## src/rtl/pipe_hazard_ctrl.sv

```systemverilog
// rtl/pipe_hazard_ctrl.sv - stall/flush scheduler for the 5-stage pipeline
// Arbitrates exception, cache-miss, mul/div and load-use hazards into stage enables/flushes.
module pipe_hazard_ctrl #(
    parameter int MD_CYCLES = 32,
    parameter int CNT_W     = 6
) (
    input  logic        clk,
    input  logic        rst,
    input  logic [4:0]  ID_RS,
    input  logic [4:0]  ID_RT,
    input  logic [4:0]  EX_RD,
    input  logic        EX_DMRd,
    input  logic        EX_start,
    input  logic        icache_stall,
    input  logic        dcache_stall,
    input  logic        MEM_Exception,
    input  logic        MEM_eret_flush,
    output logic        PCWr,
    output logic        IF_IDWr,
    output logic        ID_EXWr,
    output logic        EX_MEMWr,
    output logic        MEM_WBWr,
    output logic        IF_Flush,
    output logic        ID_Flush,
    output logic        EX_Flush,
    output logic        MEM_Flush,
    output logic        md_busy,
    output logic        md_done,
    output logic [31:0] stall_cycles
);

    typedef enum logic {RUN = 1'b0, MD_BUSY = 1'b1} state_t;

    state_t           state;
    logic [CNT_W-1:0] md_cnt;
    logic             exc;
    logic             cache_stall;
    logic             load_use;

    assign exc         = MEM_Exception | MEM_eret_flush;
    assign cache_stall = icache_stall | dcache_stall;
    assign load_use    = EX_DMRd && (EX_RD != 5'd0) && ((EX_RD == ID_RS) || (EX_RD == ID_RT));

    always_comb begin
        PCWr      = 1'b1;
        IF_IDWr   = 1'b1;
        ID_EXWr   = 1'b1;
        EX_MEMWr  = 1'b1;
        MEM_WBWr  = 1'b1;
        IF_Flush  = 1'b0;
        ID_Flush  = 1'b0;
        EX_Flush  = 1'b0;
        MEM_Flush = 1'b0;
        md_done   = 1'b0;
        if (exc) begin
            IF_Flush  = 1'b1;
            ID_Flush  = 1'b1;
            EX_Flush  = 1'b1;
            MEM_Flush = 1'b1;
        end else if (cache_stall) begin
            PCWr     = 1'b0;
            IF_IDWr  = 1'b0;
            ID_EXWr  = 1'b0;
            EX_MEMWr = 1'b0;
            MEM_WBWr = 1'b0;
        end else if (state == MD_BUSY && md_cnt == '0) begin
            md_done = 1'b1;
        end else if (state == MD_BUSY || EX_start) begin
            // EX holds the mul/div while a bubble drains into MEM
            PCWr     = 1'b0;
            IF_IDWr  = 1'b0;
            ID_EXWr  = 1'b0;
            EX_MEMWr = 1'b0;
            EX_Flush = 1'b1;
        end else if (load_use) begin
            PCWr     = 1'b0;
            IF_IDWr  = 1'b0;
            ID_Flush = 1'b1;
        end
    end

    always_ff @(posedge clk or negedge rst) begin
        if (!rst) begin
            state        <= RUN;
            md_cnt       <= '0;
            md_busy      <= 1'b0;
            stall_cycles <= '0;
        end else begin
            if (!PCWr)
                stall_cycles <= stall_cycles + 32'd1;
            if (exc) begin
                state   <= RUN;
                md_busy <= 1'b0;
                md_cnt  <= '0;
            end else if (!cache_stall) begin
                if (state == MD_BUSY) begin
                    if (md_cnt == '0) begin
                        state   <= RUN;
                        md_busy <= 1'b0;
                    end else begin
                        md_cnt <= md_cnt - 1'b1;
                    end
                end else if (EX_start) begin
                    // start cycle counts as the first occupancy cycle
                    state   <= MD_BUSY;
                    md_busy <= 1'b1;
                    md_cnt  <= CNT_W'(MD_CYCLES - 2);
                end
            end
        end
    end

endmodule

```

## config.mk

```make
export PLATFORM = sky130hd
export DESIGN_NAME = pipe_hazard_ctrl
export DESIGN_NICKNAME = d
export VERILOG_FILES = /design/src/rtl/pipe_hazard_ctrl.sv
export SDC_FILE = /design/constraint.sdc
export NUM_CORES = 1
export LEC_CHECK = 0
export CORE_MARGIN = 3
export CORE_UTILIZATION = 35
export CTS_CLUSTER_DIAMETER = 60
export DETAILED_ROUTE_END_ITERATION = 10
export PLACE_DENSITY = 0.71
export SETUP_SLACK_MARGIN = 0.5
export SYNTH_ARGS = -nofsm -noshare
export SYNTH_HDL_FRONTEND = slang
export SYNTH_SLANG_ARGS = --single-unit
```

## constraint.sdc

```tcl
create_clock -name clk -period 1.9 [get_ports clk]
set_input_delay 0.285 -clock clk [delete_from_list [all_inputs] [get_ports clk]]
set_output_delay 0.285 -clock clk [all_outputs]
set_load 0.01 [all_outputs]
```

==> summary.txt, run 1 <==
PortBufs: 65
post-synthesis instance total: 213
full die area: 7099 sq um
outcome: finished, violations left
Cells after DPL: 385
P&R area growth vs syn: 77.99%
GRT Resource Usage Total: 18.44%
Clock Skew: 0.004102 ns
clock network power share: 24.2%
CTS Buffer Depth: 2
switch share: 30.47%
post-synthesis cell area: 2143 sq um
WS Path Type: flop to output port
IO Count: 66
register area: 1001 sq um
gp weighted congestion: 0.8816
LEAKAGE: 1.969 nW
Sum Neg Setup Slack: -6.730 ns
Total Power: 2.436 mW
Yosys top cell area share: 46.70%
Fin. Hold Viols: 0
RSZ-0062 raised after global routing: yes
Slew @ Worst Pin: 0.3553 ns
final worst-path cycle share: 111.6%
Synth area leaders: dfrtp_1, xor2_1, xnor2_1, nand2_1, nor4_1
Starting DRT DRC Count: 102
DRC Markers: 0
sequential cell area fraction in the yosys report: 46.70%
Max Transition Viols Final: 0
initial cell density of the core: 37.54%
Final WS setup: -0.2196 ns
post-route insts no fill: 426
Cell Int Power: 1.694 mW
# fillers: 443
CP max stage delay: 0.39 ns
fmax: 0.4718 GHz
YS warnings: 0
Distinct cells, synth: 34
H-Tree Depth: 2
nets: 379
Core ar.: 5709 sq um
Via Count: 2123
global route overflow: 0
vias per cell: 4.984
Slew HR: 76.31%
Switching Power: 0.7424 mW
DR pass1 iterations: 4
Max-Cap Viols: 0
first-pass GRT wire length: 10660 um
Inserted Clock Buffers: 5
worst IR drop on VDD: 0.4631 mV
post-route cell area: 3815 sq um
Multi-input gate area: 1334 sq um
CP Max Fanout: 3
Yosys reg bits: 40
power per cell area: 638.7 nW/um^2
Flop pwr share: 42.3%
Die X: 84.26 um
Routed Antenna Nets: 0
antenna cells: 0
Slowest-stage cell, CP: dfrtp_1
crit start category: flop
pin count of the biggest net entering global routing: 16
die height: 84.26 um
critical path capture point type: output port
Gate power share: 33.5%
Crit Reg-Reg Startpoint: md_cnt[4]$_DFFE_PN0P_
Worst Path Arrival: 1.83 ns
initial antenna violation count: 0
clock sink count: 40
clock root buffer: clkbuf_8
Crit. Startpoint: md_cnt[4]$_DFFE_PN0P_
failing checks: negative setup slack
cell mode on critical path: buf_6
Synth Area per Inst: 10.06 sq um
worst min path class: input pin to async pin
WL/cell: 15.89 um
layout cell share with drive strength beyond 1: 40.96%
vias in the first global route: 2156
Site Rows: 27
Net Count, Synth: 239
WL final: 6768 um
top cell type by total area after synthesis: dfrtp_1
Clock Pin Slew Worst Setup and Hold Paths: 0.08 ns
Clock Latency Late Sink: 0.29 ns
Placed Area: 3298 sq um
CP Data Required Time: 1.62 ns
HPWL Detailed: 4387 um
fin crit period: 2.120 ns
final setup vio count: 37
worst path cell trace: nor4_2 > buf_4 > buf_6 > nand3_2 > and3_4 > a21boi_4 > buf_6
CTS tree: done
[layout by cell type (no fill, tap or decap), types with 7 or more instances in the layout]
cell	Yosys	final
a21oi_1	8	7
buf_2	0	9
buf_4	3	56
buf_6	3	16
dfrtp_1	40	40
dlygate4sd2_1	0	36
nand2_1	21	20
nand3_1	10	9
nor2_1	12	10
nor4_2	0	7
xnor2_1	13	12
xor2_1	29	29
[state kept, by name, indices dropped and copies added, names as in the netlist]
name,cells
md_cnt,6
stall_cycles,32
md_busy,1
state,1
[cell type report]
class	instances	share of cell area (%)
clock buffer	8	2.361
inverter	8	0.9183
multi-input combinational	158	34.96
sequential	40	26.24
tap	72	2.361
timing repair buffer	140	33.16
[worst paths after layout]
check | end | slack [ns] | cells after the start
worst max register to register | stall_cycles[15]$_DFFE_PN0N_ | -0.22 | 11
worst min-delay path | stall_cycles[14]$_DFFE_PN0N_ | 0.45 | 2
worst max-delay path | IF_IDWr | -0.22 | 7
max in group asynchronous | stall_cycles[1]$_DFFE_PN0N_ | 0.93 | 3
worst min register to register | stall_cycles[21]$_DFFE_PN0N_ | 0.49 | 1
min in group clk | stall_cycles[21]$_DFFE_PN0N_ | 0.49 | 1
[per-layer routing]
metal / global-route usage (%) / up-vias / wire length, um / part of all wire [%]
li1: - / 1019 / - / -
met1: 23.21 / 1039 / 2790 / 41
met5: 0 / - / 0 / 0
met4: 4.386 / 0 / 96 / 1.4
met2: 32.50 / 55 / 3568 / 53
met3: 3.631 / 10 / 313 / 4.6
[logic make-up after synthesis]
family          after synthesis  share of synthesized area [%]
fa+ha+maj                     3                          1.752
compound gates               23                          7.239
simple gates                 89                          22.42
xor+xnor                     42                          17.16
flops                        40                          46.70
mux                           1                         0.5254
buf+inv                      15                          4.203
[critical path, delay by kind of cell (launching register included)]
family | cells | cell delay (ns)
compound gates | 1 | 0.21
buf+inv | 3 | 0.42
flops | 1 | 0.39
simple gates | 3 | 0.51
[per-stage QoR]
stage,hold WS (ns),setup WS (ns),util (%)
2_1_floorplan,-0.01059,-0.1180,-
3_3_place_gp,0.2117,-0.7734,57.77
3_5_place_dp,0.2071,-0.8040,57.77
4_1_cts,0.4394,-0.2046,63.34
5_1_grt,0.4678,-0.3232,66.82
6_report,0.4464,-0.2196,66.82
[power groups by stage]
stage / clock network (mW) / registers [mW] / logic [mW]
6_report: 0.590 / 1.03 / 0.817
5_1_grt: 0.639 / 1.05 / 0.882
4_1_cts: 0.601 / 1.03 / 0.762
3_5_place_dp: 0 / 1.06 / 0.686
3_3_place_gp: 0 / 1.05 / 0.674
2_1_floorplan: 0 / 1.10 / 0.233
[synthesized netlist by cell type (all sizes together)]
cell,count
o22ai,1
a41o,1
or4,1
a31oi,2
o21a,1
nand4,3
and4,2
a21boi,1
a21oi,8
xor2,29
buf,6
xnor2,13
mux2,1
nor4b,4
nor3b,5
nand3,10
clkbuf,1
o21ai,6
or2,2
ha,3
and3,6
o22a,2
nor3,7
nor2,12
dfrtp,40
nor4,11
or3,2
a41oi,1
nand2,21
nand2b,3
inv,8
[timing repair]
item	CTS	global route
cloned	2	1
pin swaps	18	18
buffers inserted	22	7
setup endpoints to repair	81	52
gates resized for setup	130	44
endpoints found under the hold margin	13	0
hold buffers	1	0
(Power assumes the default switching activity.)
==> run 2: changes to the inputs <==
CORE_UTILIZATION = 40   (was 35)
DONT_BUFFER_PORTS = 1   (was default)
PLACE_DENSITY = 0.62   (was 0.71)
REMOVE_ABC_BUFFERS = 1   (was default)
==> run 2 against run 1 <==
Effect of this change:
- first-iteration DRC count shrank 43%
- critical endpoint unchanged
- total power grew 6.0%
- the run still ends with negative setup slack left
- critical path depth grew 1
- critical path type unchanged
- largest cell class unchanged
==> summary.txt, run 2 (synthesized netlist as in run 1, its figures left out) <==
global route overflow: 0
PortBufs: 0
failing checks: negative setup slack
Max Transition Viols Final: 0
Gate power share: 22.0%
vias per cell: 5.398
fin crit period: 2.106 ns
first-pass GRT wire length: 8273 um
max FFs per register: 32
Setup WS pre-CTS: -0.1217 ns
DRC Markers: 0
Slew HR: 56.39%
Clock Pin Slew Worst Setup and Hold Paths: 0.08 ns
HPWL Detailed: 3432 um
Starting DRT DRC Count: 58
clock sink count: 40
H-Tree Depth: 2
full die area: 6273 sq um
vias in the first global route: 1778
hold depth: 3
WL final: 5471 um
Core ar.: 5140 sq um
Total Power: 2.581 mW
most frequent cells in the layout: dfrtp_1, buf_4, xor2_1, nand2_1, xnor2_1
crit start category: flop
WS Path Type: flop to output port
CTS Buffer Depth: 2
layout cell share with drive strength beyond 1: 34.75%
pin count of the biggest net entering global routing: 41
antenna cells: 0
die height: 79.20 um
Site Rows: 26
Buf/Inv on CP: 4
switch share: 26.68%
worst path cell trace: nor4_2 > buf_4 > buf_6 > nand3_2 > and3_4 > a21boi_4 > buf_12 > buf_8
Switching Power: 0.6886 mW
outcome: finished, violations left
power per cell area: 851.1 nW/um^2
Worst Path Arrival: 1.82 ns
FF-to-FF path depth: 10
nets: 284
# fillers: 468
Fin. Hold Viols: 0
GRT Resource Usage Total: 16.85%
Top Registers: stall_cycles: 32 flops, md_cnt: 6 flops
Cell Int Power: 1.893 mW
CP Max Fanout: 3
RSZ-0062 raised after global routing: yes
Flop pwr share: 40.4%
Clock Skew: 0.008488 ns
initial antenna violation count: 0
IO Count: 66
worst min path class: input pin to flop
final worst-path cycle share: 110.8%
largest reg by FF count: stall_cycles
WL/cell: 16.63 um
LEAKAGE: 1.487 nW
family with the most delay on the worst path: simple AND/OR/NAND/NOR gates
Final WS setup: -0.2058 ns
gp weighted congestion: 0.7882
Slew @ Worst Pin: 0.6521 ns
Max-Cap Viols: 0
worst IR drop on VDD: 0.8192 mV
CP max stage delay: 0.40 ns
Routed Antenna Nets: 0
clock network power share: 37.6%
Slowest-stage cell, CP: dfrtp_1
most common cell after layout, fill and taps aside: dfrtp_1
CP Data Required Time: 1.62 ns
CTS tree: done
Via Count: 1776
P&R area growth vs syn: 41.51%
final setup vio count: 34
Crit. path cell count: 8
clock root buffer: clkbuf_8
Inserted Clock Buffers: 5
critical path capture point type: output port
Die X: 79.20 um
DR pass1 iterations: 4
initial cell density of the core: 41.70%
Clock Latency Late Sink: 0.29 ns
fmax: 0.4749 GHz
-- run 2: final cells by class --
| cell class | instances | area [sq um] | area share [%] |
|---|---|---|---|
| flip-flops and latches | 40 | 1002 | 33.04 |
| clock buffers | 5 | 68.82 | 2.269 |
| multi-input cells | 158 | 1299 | 42.82 |
| well taps | 70 | 87.58 | 2.888 |
| inverters | 8 | 30.03 | 0.9901 |
| repair buffers | 45 | 455.4 | 15.02 |
| clock inverters | 3 | 90.09 | 2.970 |
-- run 2: tightest hold or removal path, delay by kind of cell --
kind             cells  cell delay [ns]
AND/OR/NAND/NOR      3             0.21
-- run 2: power groups by stage --
| stage | clock, mW | sequential [mW] | combinational, mW |
|---|---|---|---|
| 6_report | 0.971 | 1.04 | 0.567 |
| 5_1_grt | 1.04 | 1.06 | 0.627 |
| 3_3_place_gp | 0 | 1.06 | 0.421 |
| 4_1_cts | 0.990 | 1.04 | 0.496 |
| 2_1_floorplan | 0 | 1.10 | 0.204 |
| 3_5_place_dp | 0 | 1.06 | 0.429 |
-- run 2: worst paths after layout --
| path | startpoint | to | slack (ns) |
|---|---|---|---|
| min | icache_stall | state$_DFFE_PN0P_ | 0.24 |
| max reg2reg | md_cnt[5]$_DFFE_PN0P_ | stall_cycles[1]$_DFFE_PN0N_ | -0.18 |
| min reg2reg | stall_cycles[31]$_DFFE_PN0N_ | stall_cycles[31]$_DFFE_PN0N_ | 0.54 |
| max | md_cnt[5]$_DFFE_PN0P_ | IF_IDWr | -0.21 |
| max in group asynchronous | rst | state$_DFFE_PN0P_ | 1.25 |
| min in group asynchronous | rst | stall_cycles[24]$_DFFE_PN0N_ | 0.43 |
-- run 2: timing repair --
item | CTS | global route
setup buffers | 6 | 6
gates resized for setup | 20 | 36
cloned | 1 | 2
pin swaps | 4 | 10
hold buffers | 2 | 0
hold endpoints to repair | 40 | 0
setup endpoints to repair | 46 | 47
-- run 2: stage by stage --
| step | instances | setup TNS [ns] | hold WS, ns | instance area [sq um] | utilization, % |
|---|---|---|---|---|---|
| global placement | 304 | -0.7411 | -0.009872 | 2394 | 46.57 |
| global route | 329 | -8.640 | 0.2624 | 3033 | 59.01 |
| detailed placement | 304 | -1.368 | -0.01004 | 2394 | 46.57 |
| floorplan | 206 | -15.25 | -0.01059 | 2083 | - |
| CTS | 321 | -5.022 | 0.2263 | 2733 | 53.16 |
| finish | 329 | -4.344 | 0.2365 | 3033 | 59.01 |
-- run 2: routing by layer --
metal  wire length (um)  global-route usage [%]
met1               2318                   20.40
met2               2620                   27.44
met3                452                   6.236
met4                 80                   6.014
met5                  0                       0
==> run 3: changes to the inputs <==
CORE_UTILIZATION = 25   (was 40)
GPL_TIMING_DRIVEN = 0   (was default)
PLACE_DENSITY = 0.46   (was 0.62)
==> run 3 against run 2 <==
Effect of this change:
- the flow still finishes with violations (negative setup slack)
- count of clock-buffer cells in the layout is 3 higher
- clock skew down 0.0041 ns
- total power decreased by 18%
- combinational power fell by 30%
- first-iteration DRC count decreased by 16%
- non-clock buffer count is 31 lower
- wire length rose by 2.4%
- register-to-register slack worse by 0.09 ns
- worst hold slack better by 0.0072 ns
- largest cell class unchanged
- highest routed layer unchanged
==> summary.txt, run 3 (synthesized netlist as in run 1, its figures left out) <==
outcome: finished, violations left
failing checks: negative setup slack
Max-Cap Viols: 0
Clock Skew: 0.004434 ns
Site Rows: 33
Clock Latency Late Sink: 0.29 ns
initial cell density of the core: 25.95%
Slew @ Worst Pin: 0.4721 ns
WL final: 5601 um
Worst Path Arrival: 1.96 ns
most common cell after layout, fill and taps aside: dfrtp_1
Slowest-stage cell, CP: dfrtp_2
WL/cell: 16.67 um
worst IR drop on VDD: 0.6292 mV
gp weighted congestion: 0.7236
CP Data Required Time: 1.62 ns
Core ar.: 8258 sq um
Max Transition Viols Final: 0
CTS tree: done
first-pass GRT wire length: 9163 um
most frequent cells in the layout: dfrtp_1, xor2_1, nand2_1, xnor2_1
largest reg by FF count: stall_cycles
nets: 256
# fillers: 864
GRT Resource Usage Total: 11.72%
worst min path class: input pin to flop
Via Count: 1655
antenna cells: 0
final worst-path cycle share: 118.0%
CTS Buffer Depth: 2
P&R area growth vs syn: 28.25%
fmax: 0.4461 GHz
PortBufs: 0
Top Registers: stall_cycles: 32 flops, md_cnt: 6 flops
final setup vio count: 34
full die area: 9720 sq um
IO Count: 66
LEAKAGE: 1.271 nW
Clock Pin Slew Worst Setup and Hold Paths: 0.07 ns
Placed Area: 2215 sq um
Sum Neg Setup Slack: -6.149 ns
clock root buffer: clkbuf_8
layout cell share with drive strength beyond 1: 27.27%
die height: 98.59 um
family with the most delay on the worst path: compound AO/OA/AOI/OAI gates
vias per cell: 4.926
power per cell area: 773.2 nW/um^2
worst path cell trace: nor4_4 > a31oi_2 > o21ai_4 > a21boi_4
CP max stage delay: 0.45 ns
fin crit period: 2.242 ns
initial antenna violation count: 0
Starting DRT DRC Count: 49
Routed Antenna Nets: 0
Fin. Hold Viols: 0
Buf/Inv on CP: 0
Die X: 98.59 um
H-Tree Depth: 2
DRC Markers: 0
crit start category: flop
critical path capture point type: output port
pin count of the biggest net entering global routing: 41
Slew HR: 68.34%
CP Max Fanout: 7
WS Path Type: flop to output port
DR pass1 iterations: 3
post-route cell area: 2749 sq um
Inserted Clock Buffers: 5
global route overflow: 0
HPWL Detailed: 3485 um
RSZ-0062 raised after global routing: yes
vias in the first global route: 1769
clock sink count: 40
Final WS setup: -0.3418 ns
max FFs per register: 32
[run 3: path summary, 6_finish.rpt]
path                                       start                      endpoint  slack, ns  cells after the start
max                        md_cnt[3]$_DFFE_PN0P_                       IF_IDWr      -0.34                      4
min                                MEM_Exception         md_cnt[3]$_DFFE_PN0P_       0.24                      3
max reg2reg                md_cnt[3]$_DFFE_PN0P_  stall_cycles[24]$_DFFE_PN0N_      -0.27                      6
min reg2reg                md_cnt[0]$_DFFE_PN0P_         md_cnt[0]$_DFFE_PN0P_       0.51                      1
max in group asynchronous                    rst         md_cnt[3]$_DFFE_PN0P_       1.20                      2
min in group asynchronous                    rst  stall_cycles[16]$_DFFE_PN0N_       0.49                      2
[run 3: final cells by class]
class	count	area (sq um)	share of cell area, %
Tap cell	105	131.4	4.779
Inverter	8	30.03	1.092
Multi-Input combinational cell	161	1341	48.79
Sequential cell	40	1006	36.60
Timing Repair Buffer	14	150.1	5.462
Clock buffer	8	90.09	3.277
[run 3: metrics by stage]
step / hold slack [ns] / util [%] / worst slack, ns / power [mW] / instances
floorplan: -0.01059 / - / -0.5138 / 1.300 / 206
global placement: -0.009327 / 26.82 / -0.9478 / 1.373 / 311
detailed placement: -0.009333 / 26.82 / -0.9590 / 1.377 / 311
CTS: 0.2364 / 32.18 / -0.3990 / 2.139 / 331
global route: 0.2927 / 33.29 / -0.4720 / 2.259 / 336
finish: 0.2438 / 33.29 / -0.3418 / 2.125 / 336
[run 3: report_power, final]
group / internal, mW / switching [mW]
Combinational: 0.192 / 0.205
Clock: 0.297 / 0.293
Sequential: 0.947 / 0.191
[run 3: what timing repair did]
action / 4_1_cts / 5_1_grt
resized for setup: 52 / 12
endpoints found under the setup margin: 47 / 47
hold buffers: 2 / 0
hold endpoints to repair: 40 / 0
pin swaps: 11 / 7
buffers inserted: 6 / 5
gates cloned: 4 / 0
[run 3: worst register-to-register path, cell delays in order (launching register included)]
cell,delay [ns]
dfrtp_2,0.45
nor4_4,0.31
a31oi_2,0.16
o21ai_4,0.33
a21boi_2,0.49
nor4_1,0.15
xor2_1,0.16
[run 3: routing by layer]
| metal | up-vias | track usage [%] | wire length (um) |
|---|---|---|---|
| met5 | - | 0 | 0 |
| li1 | 780 | - | - |
| met3 | 5 | 5.096 | 530 |
| met4 | 0 | 2.626 | 38 |
| met2 | 55 | 17.78 | 2500 |
| met1 | 815 | 15.54 | 2531 |
==> RTL change 1, RTL diff (settings of run 2) <==
`CNT_W`: 6 -> 3.
--- a/src/rtl/pipe_hazard_ctrl.sv
+++ b/src/rtl/pipe_hazard_ctrl.sv
@@ -3,5 +3,5 @@
 module pipe_hazard_ctrl #(
     parameter int MD_CYCLES = 32,
-    parameter int CNT_W     = 6
+    parameter int CNT_W     = 3
 ) (
     input  logic        clk,
Behaviour: not the same (Yosys sat finds a counterexample within 10 cycles, from zero or initial values and one cycle with rst low).
==> RTL change 1 against run 2 <==
- final cell count fell by 7.3%
- total power is 28% lower
- clock skew is 0.0017 ns higher
- combinational power decreased by 24%
- sequential power fell by 14%
- final area decreased by 11%
- sequential cell count decreased by 3
- area after synthesis decreased by 4.3%
- first-iteration DRC count grew 140%
- routed wire length down 11%
- worst setup slack improved by 0.23 ns
- highest routed layer unchanged
==> RTL change 1: results (changes against run 2) <==
* Seq/Total Area, Yosys at 45.15% (was 46.70%)
* Total Routing Usage GR at 17.10% (was 16.85%)
* Post-Layout Cell Count at 305 (was 329)
* Post-CTS Setup Bufs at 7 (was 6)
* HPWL Detailed at 3316 um (was 3432 um)
* Sequential Power Share at 47.9% (was 40.4%)
* Hold Crit Start: MEM_Exception (was icache_stall)
* Hold Path End: md_busy$_DFFE_PN0P_ (was state$_DFFE_PN0P_)
* Placer's final routability congestion estimate at 0.7990 (was 0.7882)
* WL final at 4865 um (was 5471 um)
* Initial DRC Count at 142 (was 58)
* Placement Cell Area at 2305 um2 (was 2394 um2)
* CP startpoint: md_cnt[0]$_DFFE_PN0P_ (was md_cnt[5]$_DFFE_PN0P_)
* Tcrit/Tclk final at 98.64% (was 110.8%)
* Largest net degree at the start of global routing at 38 (was 41)
* Filler cells at 435 (was 468)
* Worst vdd ir at 0.6748 mV (was 0.8192 mV)
* Critical Path End Type: flip-flop (was primary output)
* Placed Instances at 285 (was 304)
* Share of total power in combinational logic at 23.2% (was 22.0%)
* Max FO, Critical Path at 6 (was 3)
* Reg2reg end: stall_cycles[21]$_DFFE_PN0N_ (was stall_cycles[1]$_DFFE_PN0N_)
* P_sw at 540.9 uW (was 688.6 uW)
* Biggest registers after layout: stall_cycles x32, md_cnt x3 (was stall_cycles x32, md_cnt x6)
* Final nets at 263 (was 284)
* PostCTS Resize Cnt at 39 (was 20)
* Worst-case hold slack at 0.2388 ns (was 0.2365 ns)
* Register-to-Register Path Depth at 9 (was 10)
* Status: completed (was finished with violations)
* Worst path arrival time at 2.05 ns (was 1.82 ns)
* Leakage at 1.247 nW (was 1.487 nW)
* Slew HR at 72.72% (was 56.39%)
* Pint at 1.318 mW (was 1.893 mW)
* Worst path top cell family by delay: compound AO/OA/AOI/OAI gates (was simple AND/OR/NAND/NOR gates)
* Synth cell types at 41 (was 34)
* Setup Skew at 0.01020 ns (was 0.008488 ns)
## RTL change 1: cell type report
class | count | area share [%]
clock buffers | 5 | 2.543
clock inverters | 3 | 0.6472
inverters | 5 | 0.7859
multi-input cells | 151 | 45.91
flip-flops and latches | 37 | 34.26
well taps | 67 | 3.098
repair buffers | 37 | 12.76
## RTL change 1: logic make-up (layout without fill, tap and decap cells)
kind of cell,count (synthesis),in the layout,share of synthesized area [%]
adder cells (fa/ha/maj),3,3,1.831
multiplexers,1,1,0.7319
XOR/XNOR,41,41,17.51
AO/OA/AOI/OAI,20,21,7.565
flip-flops,37,37,45.15
AND/OR/NAND/NOR,85,85,23.73
buffers and inverters,11,50,3.477
## RTL change 1: routing by layer
metal | up-vias | wire, um | GRT usage (%)
met2 | 44 | 2442 | 27.40
li1 | 773 | - | -
met3 | 10 | 321 | 5.800
met5 | - | 0 | 0
met1 | 770 | 1987 | 20.94
met4 | 0 | 114 | 7.117
==> RTL change 2, RTL diff (settings of run 2) <==
Without the edit above. Reset style: synchronous (`rst`), changed in one clocked block.
--- a/src/rtl/pipe_hazard_ctrl.sv
+++ b/src/rtl/pipe_hazard_ctrl.sv
@@ -80,5 +80,5 @@
     end
 
-    always_ff @(posedge clk or negedge rst) begin
+    always_ff @(posedge clk) begin
         if (!rst) begin
             state        <= RUN;
Behaviour: differs if rst is asserted again (counterexample within 4 cycles, from zero or initial values and one cycle with rst low); with rst held inactive, the same outputs for 10 cycles.
==> RTL change 2 against run 2 <==
- the flow still finishes with violations (negative setup slack)
- non-clock buffer count up 37
- routed wire length up 31%
- area after synthesis up 3.0%
- synthesized cell count up 24%
- core utilization up 8.7 points
- worst setup slack worse by 0.037 ns
- clock skew about the same
- final area up 17%
- register-to-register slack worse by 0.03 ns
- sequential cell count unchanged
- critical path type unchanged
- largest cell class unchanged
Power is not compared: it rests on default switching activity, and its combinational part moved more than twofold at a synthesized area within 25%.
==> RTL change 2: results (changes against run 2) <==
* Status: finished with violations (unchanged)
* Violated checks: negative setup slack (unchanged)
* Placed Instances at 380 (was 304)
* Placement Cell Area at 2671 um2 (was 2394 um2)
* WL final at 7147 um (was 5471 um)
* Worst path top cell family by delay: compound AO/OA/AOI/OAI gates (was simple AND/OR/NAND/NOR gates)
* Vias in the first global route at 2190 (was 1778)
* TNS Setup at -5.412 ns (was -4.344 ns)
* Hold Path End: stall_cycles[19]$_SDFFE_PN0N_ (was state$_DFFE_PN0P_)
* Worst path arrival time at 1.86 ns (was 1.82 ns)
* Synth cell types at 42 (was 34)
* Post-CTS Setup Bufs at 11 (was 6)
* Synth cell count leaders: dfxtp_1, nand2_1, a21oi_1, nor2_1, xnor2_1 (was dfrtp_1, xor2_1, nand2_1, xnor2_1, nor2_1)
* CP peak stage delay at 0.42 ns (was 0.40 ns)
* Initial DRC Count at 157 (was 58)
* Dpl ws at -0.2232 ns (was -0.1217 ns)
* Hold Crit Start: rst (was icache_stall)
* Largest net degree at the start of global routing at 23 (was 41)
* Final WS setup at -0.2423 ns (was -0.2058 ns)
* Worst-case hold slack at 0.1247 ns (was 0.2365 ns)
* Setup Viol. Count Final at 40 (was 34)
* Async SR Flop Fraction at 0% (was 100.0%)
* Final Power at 1.890 mW
* Wire per inst at 17.39 um (was 16.63 um)
* Reg2reg end: stall_cycles[22]$_SDFFE_PN0N_ (was stall_cycles[1]$_DFFE_PN0N_)
* PostCTS Resize Cnt at 56 (was 20)
* Synth area leaders: dfxtp_1, a21oi_1, nand2_1, xnor2_1, or4_1 (was dfrtp_1, xor2_1, xnor2_1, nand2_1, nor4_1)
* Worst reg2reg setup slack at -0.21 ns (was -0.18 ns)
* Final nets at 367 (was 284)
* Worst r2r src: md_cnt[0]$_SDFFE_PP0P_ (was md_cnt[5]$_DFFE_PN0P_)
-- RTL change 2: cell types whose count changed after synthesis, sizes merged, moves of 5 or more --
cell / delta
nand2b: +6
or4: +11
mux2i: +8
nor4: -6
or3: +8
xor2: -25
a21oi: +19
nand4: +5
nand2: +9
nor3: -5
dfrtp: -40
dfxtp: +40
o31ai: +10
-- RTL change 2: logic make-up after synthesis --
family | share of synthesized area, %
xor+xnor | 6.349
simple gates | 28.86
buf+inv | 5.102
flops | 36.28
compound gates | 18.08
fa+ha+maj | 1.701
mux | 3.628
-- RTL change 2: how the worst max path moves through the flow --
| stage | slack (ns) | to | from | cells after the start |
|---|---|---|---|---|
| floorplan | -0.22 | stall_cycles[30]$_SDFFE_PN0N_ | stall_cycles[6]$_SDFFE_PN0N_ | 6 |
| global placement | -0.13 | PCWr | md_cnt[2]$_SDFFE_PP0P_ | 6 |
| detailed placement | -0.22 | stall_cycles[21]$_SDFFE_PN0N_ | md_cnt[0]$_SDFFE_PP0P_ | 9 |
| CTS | -0.15 | PCWr | md_cnt[1]$_SDFFE_PP0P_ | 8 |
| global route | -0.32 | PCWr | md_cnt[0]$_SDFFE_PP0P_ | 8 |
| finish | -0.24 | PCWr | md_cnt[4]$_SDFFE_PP0P_ | 6 |
-- RTL change 2: layout make-up --
cell class / count / area, um2
multi-input cells: 201 / 1729
fillers: 403 / 1693
flip-flops and latches: 40 / 808.3
repair buffers: 82 / 744.5
well taps: 70 / 87.58
clock buffers: 5 / 68.82
clock inverters: 2 / 60.06
inverters: 11 / 46.29
-- RTL change 2: layer usage --
metal  wire length, um  track usage, %
met1              2820           23.57
met2              3745           37.25
met3               459           5.269
met4               121           5.912
met5                 0               0
